$ cat config.mk
export PLATFORM = sky130hd
export DESIGN_NAME = sram_arbiter
export DESIGN_NICKNAME = d
export VERILOG_FILES = /design/src/rtl/sram_arb_pkg.sv /design/src/rtl/rr_arb2.sv /design/src/rtl/sram_arbiter.sv
export SDC_FILE = /design/constraint.sdc
export NUM_CORES = 1
export LEC_CHECK = 0
export CAP_MARGIN = 40
export CORE_MARGIN = 3
export CORE_UTILIZATION = 24
export DETAILED_ROUTE_END_ITERATION = 16
export MAX_ROUTING_LAYER = met4
export PLACE_DENSITY = 0.76
export SETUP_SLACK_MARGIN = 0.05
export SLEW_MARGIN = 20
export SYNTH_ARGS = -nofsm -noshare
export SYNTH_HDL_FRONTEND = slang
export SYNTH_SLANG_ARGS = --single-unit
$ cat constraint.sdc
create_clock -name clk -period 1.6 [get_ports clk]
set_input_delay 0.16 -clock clk [delete_from_list [all_inputs] [get_ports clk]]
set_output_delay 0.16 -clock clk [all_outputs]
set_load 0.01 [all_outputs]
$ cat src/rtl/sram_arb_pkg.sv
// Shared definitions for the two-port SRAM arbiter: last-winner state
// encoding and the port IDs stored in the pending-read owner bit.
package sram_arb_pkg;

  typedef enum logic {
    LAST_A = 1'b0,
    LAST_B = 1'b1
  } last_e;

  localparam logic PORT_A = 1'b0;
  localparam logic PORT_B = 1'b1;

endpackage

$ cat src/rtl/rr_arb2.sv
// Two-way round-robin grant: a single requester always wins, and under
// contention the port that did not win last time is granted.
module rr_arb2
  import sram_arb_pkg::*;
(
  input  logic clk,
  input  logic rst_n,
  input  logic a_valid,
  input  logic b_valid,
  output logic a_grant,
  output logic b_grant
);

  last_e state_q, state_d;

  always_ff @(posedge clk or negedge rst_n) begin
    if (!rst_n) begin
      state_q <= LAST_B;
    end else begin
      state_q <= state_d;
    end
  end

  // Grants are forced low while reset is asserted, whatever the inputs do.
  always_comb begin
    a_grant = 1'b0;
    b_grant = 1'b0;
    state_d = state_q;
    if (rst_n) begin
      if (a_valid && b_valid) begin
        a_grant = (state_q == LAST_B);
        b_grant = (state_q == LAST_A);
      end else begin
        a_grant = a_valid;
        b_grant = b_valid;
      end
    end
    if (a_grant) begin
      state_d = LAST_A;
    end else if (b_grant) begin
      state_d = LAST_B;
    end
  end

endmodule

$ cat src/rtl/sram_arbiter.sv
// Arbitrates two request ports onto one SRAM with 1-cycle registered reads
// and routes each read response back to the port that issued it.
module sram_arbiter
  import sram_arb_pkg::*;
#(
  parameter int ADDRESS_WIDTH = 8,
  parameter int DATA_WIDTH    = 8
) (
  input  logic                     clk,
  input  logic                     rst_n,
  input  logic                     a_req_valid,
  input  logic                     a_req_write,
  input  logic [ADDRESS_WIDTH-1:0] a_req_addr,
  input  logic [DATA_WIDTH-1:0]    a_req_wdata,
  output logic                     a_req_ready,
  output logic                     a_rsp_valid,
  output logic [DATA_WIDTH-1:0]    a_rsp_data,
  input  logic                     b_req_valid,
  input  logic                     b_req_write,
  input  logic [ADDRESS_WIDTH-1:0] b_req_addr,
  input  logic [DATA_WIDTH-1:0]    b_req_wdata,
  output logic                     b_req_ready,
  output logic                     b_rsp_valid,
  output logic [DATA_WIDTH-1:0]    b_rsp_data,
  output logic [ADDRESS_WIDTH-1:0] mem_addr,
  output logic                     mem_write,
  output logic [DATA_WIDTH-1:0]    mem_wdata,
  input  logic [DATA_WIDTH-1:0]    mem_rdata
);

  logic a_grant, b_grant;
  logic pend_valid_q, pend_valid_d;
  logic pend_owner_q, pend_owner_d;

  rr_arb2 u_arb (
    .clk     (clk),
    .rst_n   (rst_n),
    .a_valid (a_req_valid),
    .b_valid (b_req_valid),
    .a_grant (a_grant),
    .b_grant (b_grant)
  );

  assign a_req_ready = a_grant;
  assign b_req_ready = b_grant;

  always_comb begin
    mem_write    = 1'b0;
    mem_addr     = '0;
    mem_wdata    = '0;
    pend_valid_d = 1'b0;
    pend_owner_d = pend_owner_q;
    if (a_grant) begin
      mem_write    = a_req_write;
      mem_addr     = a_req_addr;
      mem_wdata    = a_req_wdata;
      pend_valid_d = !a_req_write;
      pend_owner_d = PORT_A;
    end else if (b_grant) begin
      mem_write    = b_req_write;
      mem_addr     = b_req_addr;
      mem_wdata    = b_req_wdata;
      pend_valid_d = !b_req_write;
      pend_owner_d = PORT_B;
    end
  end

  // Async clear drops any read caught by reset, so it never answers later.
  always_ff @(posedge clk or negedge rst_n) begin
    if (!rst_n) begin
      pend_valid_q <= 1'b0;
      pend_owner_q <= PORT_A;
    end else begin
      pend_valid_q <= pend_valid_d;
      pend_owner_q <= pend_owner_d;
    end
  end

  always_comb begin
    a_rsp_valid = pend_valid_q && (pend_owner_q == PORT_A);
    b_rsp_valid = pend_valid_q && (pend_owner_q == PORT_B);
    a_rsp_data  = a_rsp_valid ? mem_rdata : '0;
    b_rsp_data  = b_rsp_valid ? mem_rdata : '0;
  end

endmodule

==> impl_metrics.py <==
metrics = {
    "synthesis": {
        "syn_area_um2": 611,
        "yosysTopAreaCell": "nand2_1",
        "synth_most_common_cell": "nand2_1",
        "netlist_instances": 93,
        "synth_nets": 139,
        "synth.top_cell.area_share_pct": 21.5,
        "synthFlopType": "dfrtp_1",
        "synth-seq-cells": 3,
        "synth_edf_count": 0,
        "seq_area_frac_synth_pct": 12.5,
        "async_reset_ff_share_pct": 100,
        "yosysWarningCount": 0,
        "ys_types": 21,
        "avgSynthCellArea_um2": 6.57,
        "synthTopCellsByArea": "nand2_1, o22ai_2, and2_1",
        "synthTopCellsByCount": "nand2_1, and2_1, o22ai_1",
    },
    "clock_tree": {
        "cts_buffers": 3,
        "holdBufCountCts": 0,
        "clockBufferDepth": 2,
        "cts.sinks": 3,
        "root_buffer": "clkbuf_4",
        "clock_latency_ps": 240,
        "clk_pin_slew_ps": 40,
        "htreeDepth": 1,
        "tritoncts": "yes",
    },
    "floorplanning": {
        "core_um2": 2320,
        "rows": 17,
        "fp.dieArea_um2": 3190,
        "io_pins": 83,
        "die_y_um": 56.4,
        "initial_core_util_pct": 26.3,
        "die_w_um": 56.4,
    },
    "grt": {
        "grtUsageTotal_pct": 17.7,
        "antenna_found_initial": 0,
        "grt_pass1_wl_um": 4420,
        "grt_pass1_vias": 1020,
        "grt_max_degree": 41,
        "grt.overflow.total": 0,
    },
    "layout": {
        "stdcell_count": 211,
        "area_growth_pct": 147,
        "nets": 230,
        "drive_gt1_share_pct": 33.3,
        "antennaDiodeCount": 0,
    },
    "setup_path": {
        "cpMostUsedCell": "nand2_2",
        "required_ps": 1440,
        "slowest_delay_ps": 540,
        "cp_data_arrival_time_ps": 1430,
        "crit_path_cell_trace": "buf_6, nand2_2, nand2_2, buf_12, o22ai_1, buf_2",
        "worst_setup_path_end_kind": "output port",
        "crit_fanout": 19,
        "critPathSlowestCell": "dfstp_2",
        "start_kind": "register",
        "path_class": "register to output port",
        "reg2reg_depth": 5,
    },
    "sta": {
        "hold_violations": 0,
        "finalSetupViolCount": 0,
        "maxSlewViolCount": 0,
        "fin_worst_skew_ps": 2.98,
        "worstMarginPinSlew_ps": 475,
        "post-route-min-period_ps": 1590,
        "grt_setup_unrepaired": "true",
        "fin_tns_setup_ps": 0,
        "fin_crit_sh_pct": 99.1,
        "fin_ws_ps": 14.9,
        "max_freq_mhz": 631,
        "slew_headroom_pct": 68.2,
    },
    "outcome": {
        "status": "finished clean",
    },
    "run": {
        "maxCapViolCount": 0,
    },
    "detailed_routing": {
        "via_per_inst": 4.90,
        "drc_errors": 0,
        "dr.pass1.iters": 4,
        "wl_um": 3030,
        "wl_per_cell_um": 14.4,
        "drt.antenna.violating_nets": 0,
        "drtIter0Drc": 19,
        "dr_total_vias": 1034,
    },
    "placed_design": {
        "dp_slack_ps": -295,
        "port_buffers": 82,
        "routabilityCongestion": 0.835,
        "dp.cells": 205,
        "hpwl_um": 2150,
    },
    "hold_path": {
        "worstHoldPathType": "input pin to async pin",
    },
    "power_and_ir_drop": {
        "p_per_area_nw_per_um2": 466,
        "leakage_nw": 0.768,
        "ir_worst_vdd_mv": 0.370,
    },
}
==> layout by cell type, fill, tap and decap left out, types with 2 or more instances in the layout <==
| master | n |
|---|---|
| a21oi_1 | 2 |
| a31oi_1 | 2 |
| and2_1 | 9 |
| and3_1 | 8 |
| buf_12 | 2 |
| buf_2 | 23 |
| buf_4 | 8 |
| clkbuf_4 | 3 |
| clkdlybuf4s50_1 | 44 |
| dfrtp_1 | 2 |
| dlygate4sd2_1 | 14 |
| nand2_1 | 34 |
| nand2_2 | 2 |
| nand2_8 | 2 |
| nor2_2 | 2 |
| o22ai_2 | 16 |
==> what timing repair did <==
item                                    CTS  global route
setup buffers                             1             0
endpoints found under the setup margin   37            19
pin swaps                                 0             9
cloned                                    0             1
resized for setup                       102            19
==> worst max-delay path: cells and delay by family, from the launching register on <==
| kind | cells | cell delay [ps] |
|---|---|---|
| AO/OA/AOI/OAI | 1 | 80 |
| buffers and inverters | 3 | 420 |
| flip-flops | 1 | 540 |
| AND/OR/NAND/NOR | 2 | 140 |
==> worst paths after layout <==
kind | from | to | slack [ps]
worst max-delay path | u_arb.state_q | mem_wdata[0] | 10
worst min register to register | u_arb.state_q | u_arb.state_q | 670
worst max register to register | u_arb.state_q | pend_valid_q | 420
max in group asynchronous | rst_n | u_arb.state_q | 930
min in group clk | a_req_valid | pend_valid_q | 510
worst min-delay path | rst_n | pend_valid_q | 300
==> cell type report <==
type / count / area (µm²)
multi-input cells: 82 / 563
inverters: 1 / 3.75
well taps: 28 / 35.0
flip-flops and latches: 3 / 76.3
repair buffers: 93 / 802
fillers: 217 / 812
clock buffers: 4 / 26.3
==> metal layers <==
layer | routed length (µm) | track usage, % | part of all wire, %
met4 | 60 | 4.75 | 2.0
met1 | 1150 | 18.6 | 38
met5 | 0 | - | 0
met2 | 1560 | 31.0 | 51
met3 | 262 | 6.21 | 8.6
==> power by group <==
group          internal, mW  switching [mW]
combinational         0.252           0.209
clock                0.0940          0.0482
sequential           0.0910         0.00791
==> sequential cells by signal (all words and copies together), names as in the netlist <==
signal / flops
u_arb.state_q: 1
pend_valid_q: 1
pend_owner_q: 1
==> metrics by stage <==
stage / utilization (%) / power (mW) / cell area, µm² / hold slack (ps)
final: 65.0 / 0.703 / 1510 / 298
after global routing: 65.0 / 0.749 / 1510 / 318
after CTS: 63.2 / 0.682 / 1470 / 301
after detailed placement: 65.2 / 0.564 / 1510 / 543
after global placement: 65.2 / 0.552 / 1510 / 536
after floorplan: - / 0.285 / 611 / -136
==> cell families after synthesis <==
| kind of cell | count (synthesis) | share of synthesized area, % |
|---|---|---|
| AND/OR/NAND/NOR | 59 | 47.3 |
| flip-flops | 3 | 12.5 |
| AO/OA/AOI/OAI | 22 | 30.7 |
| buffers and inverters | 9 | 9.43 |
Note: power is estimated with default switching activity, not from simulation.
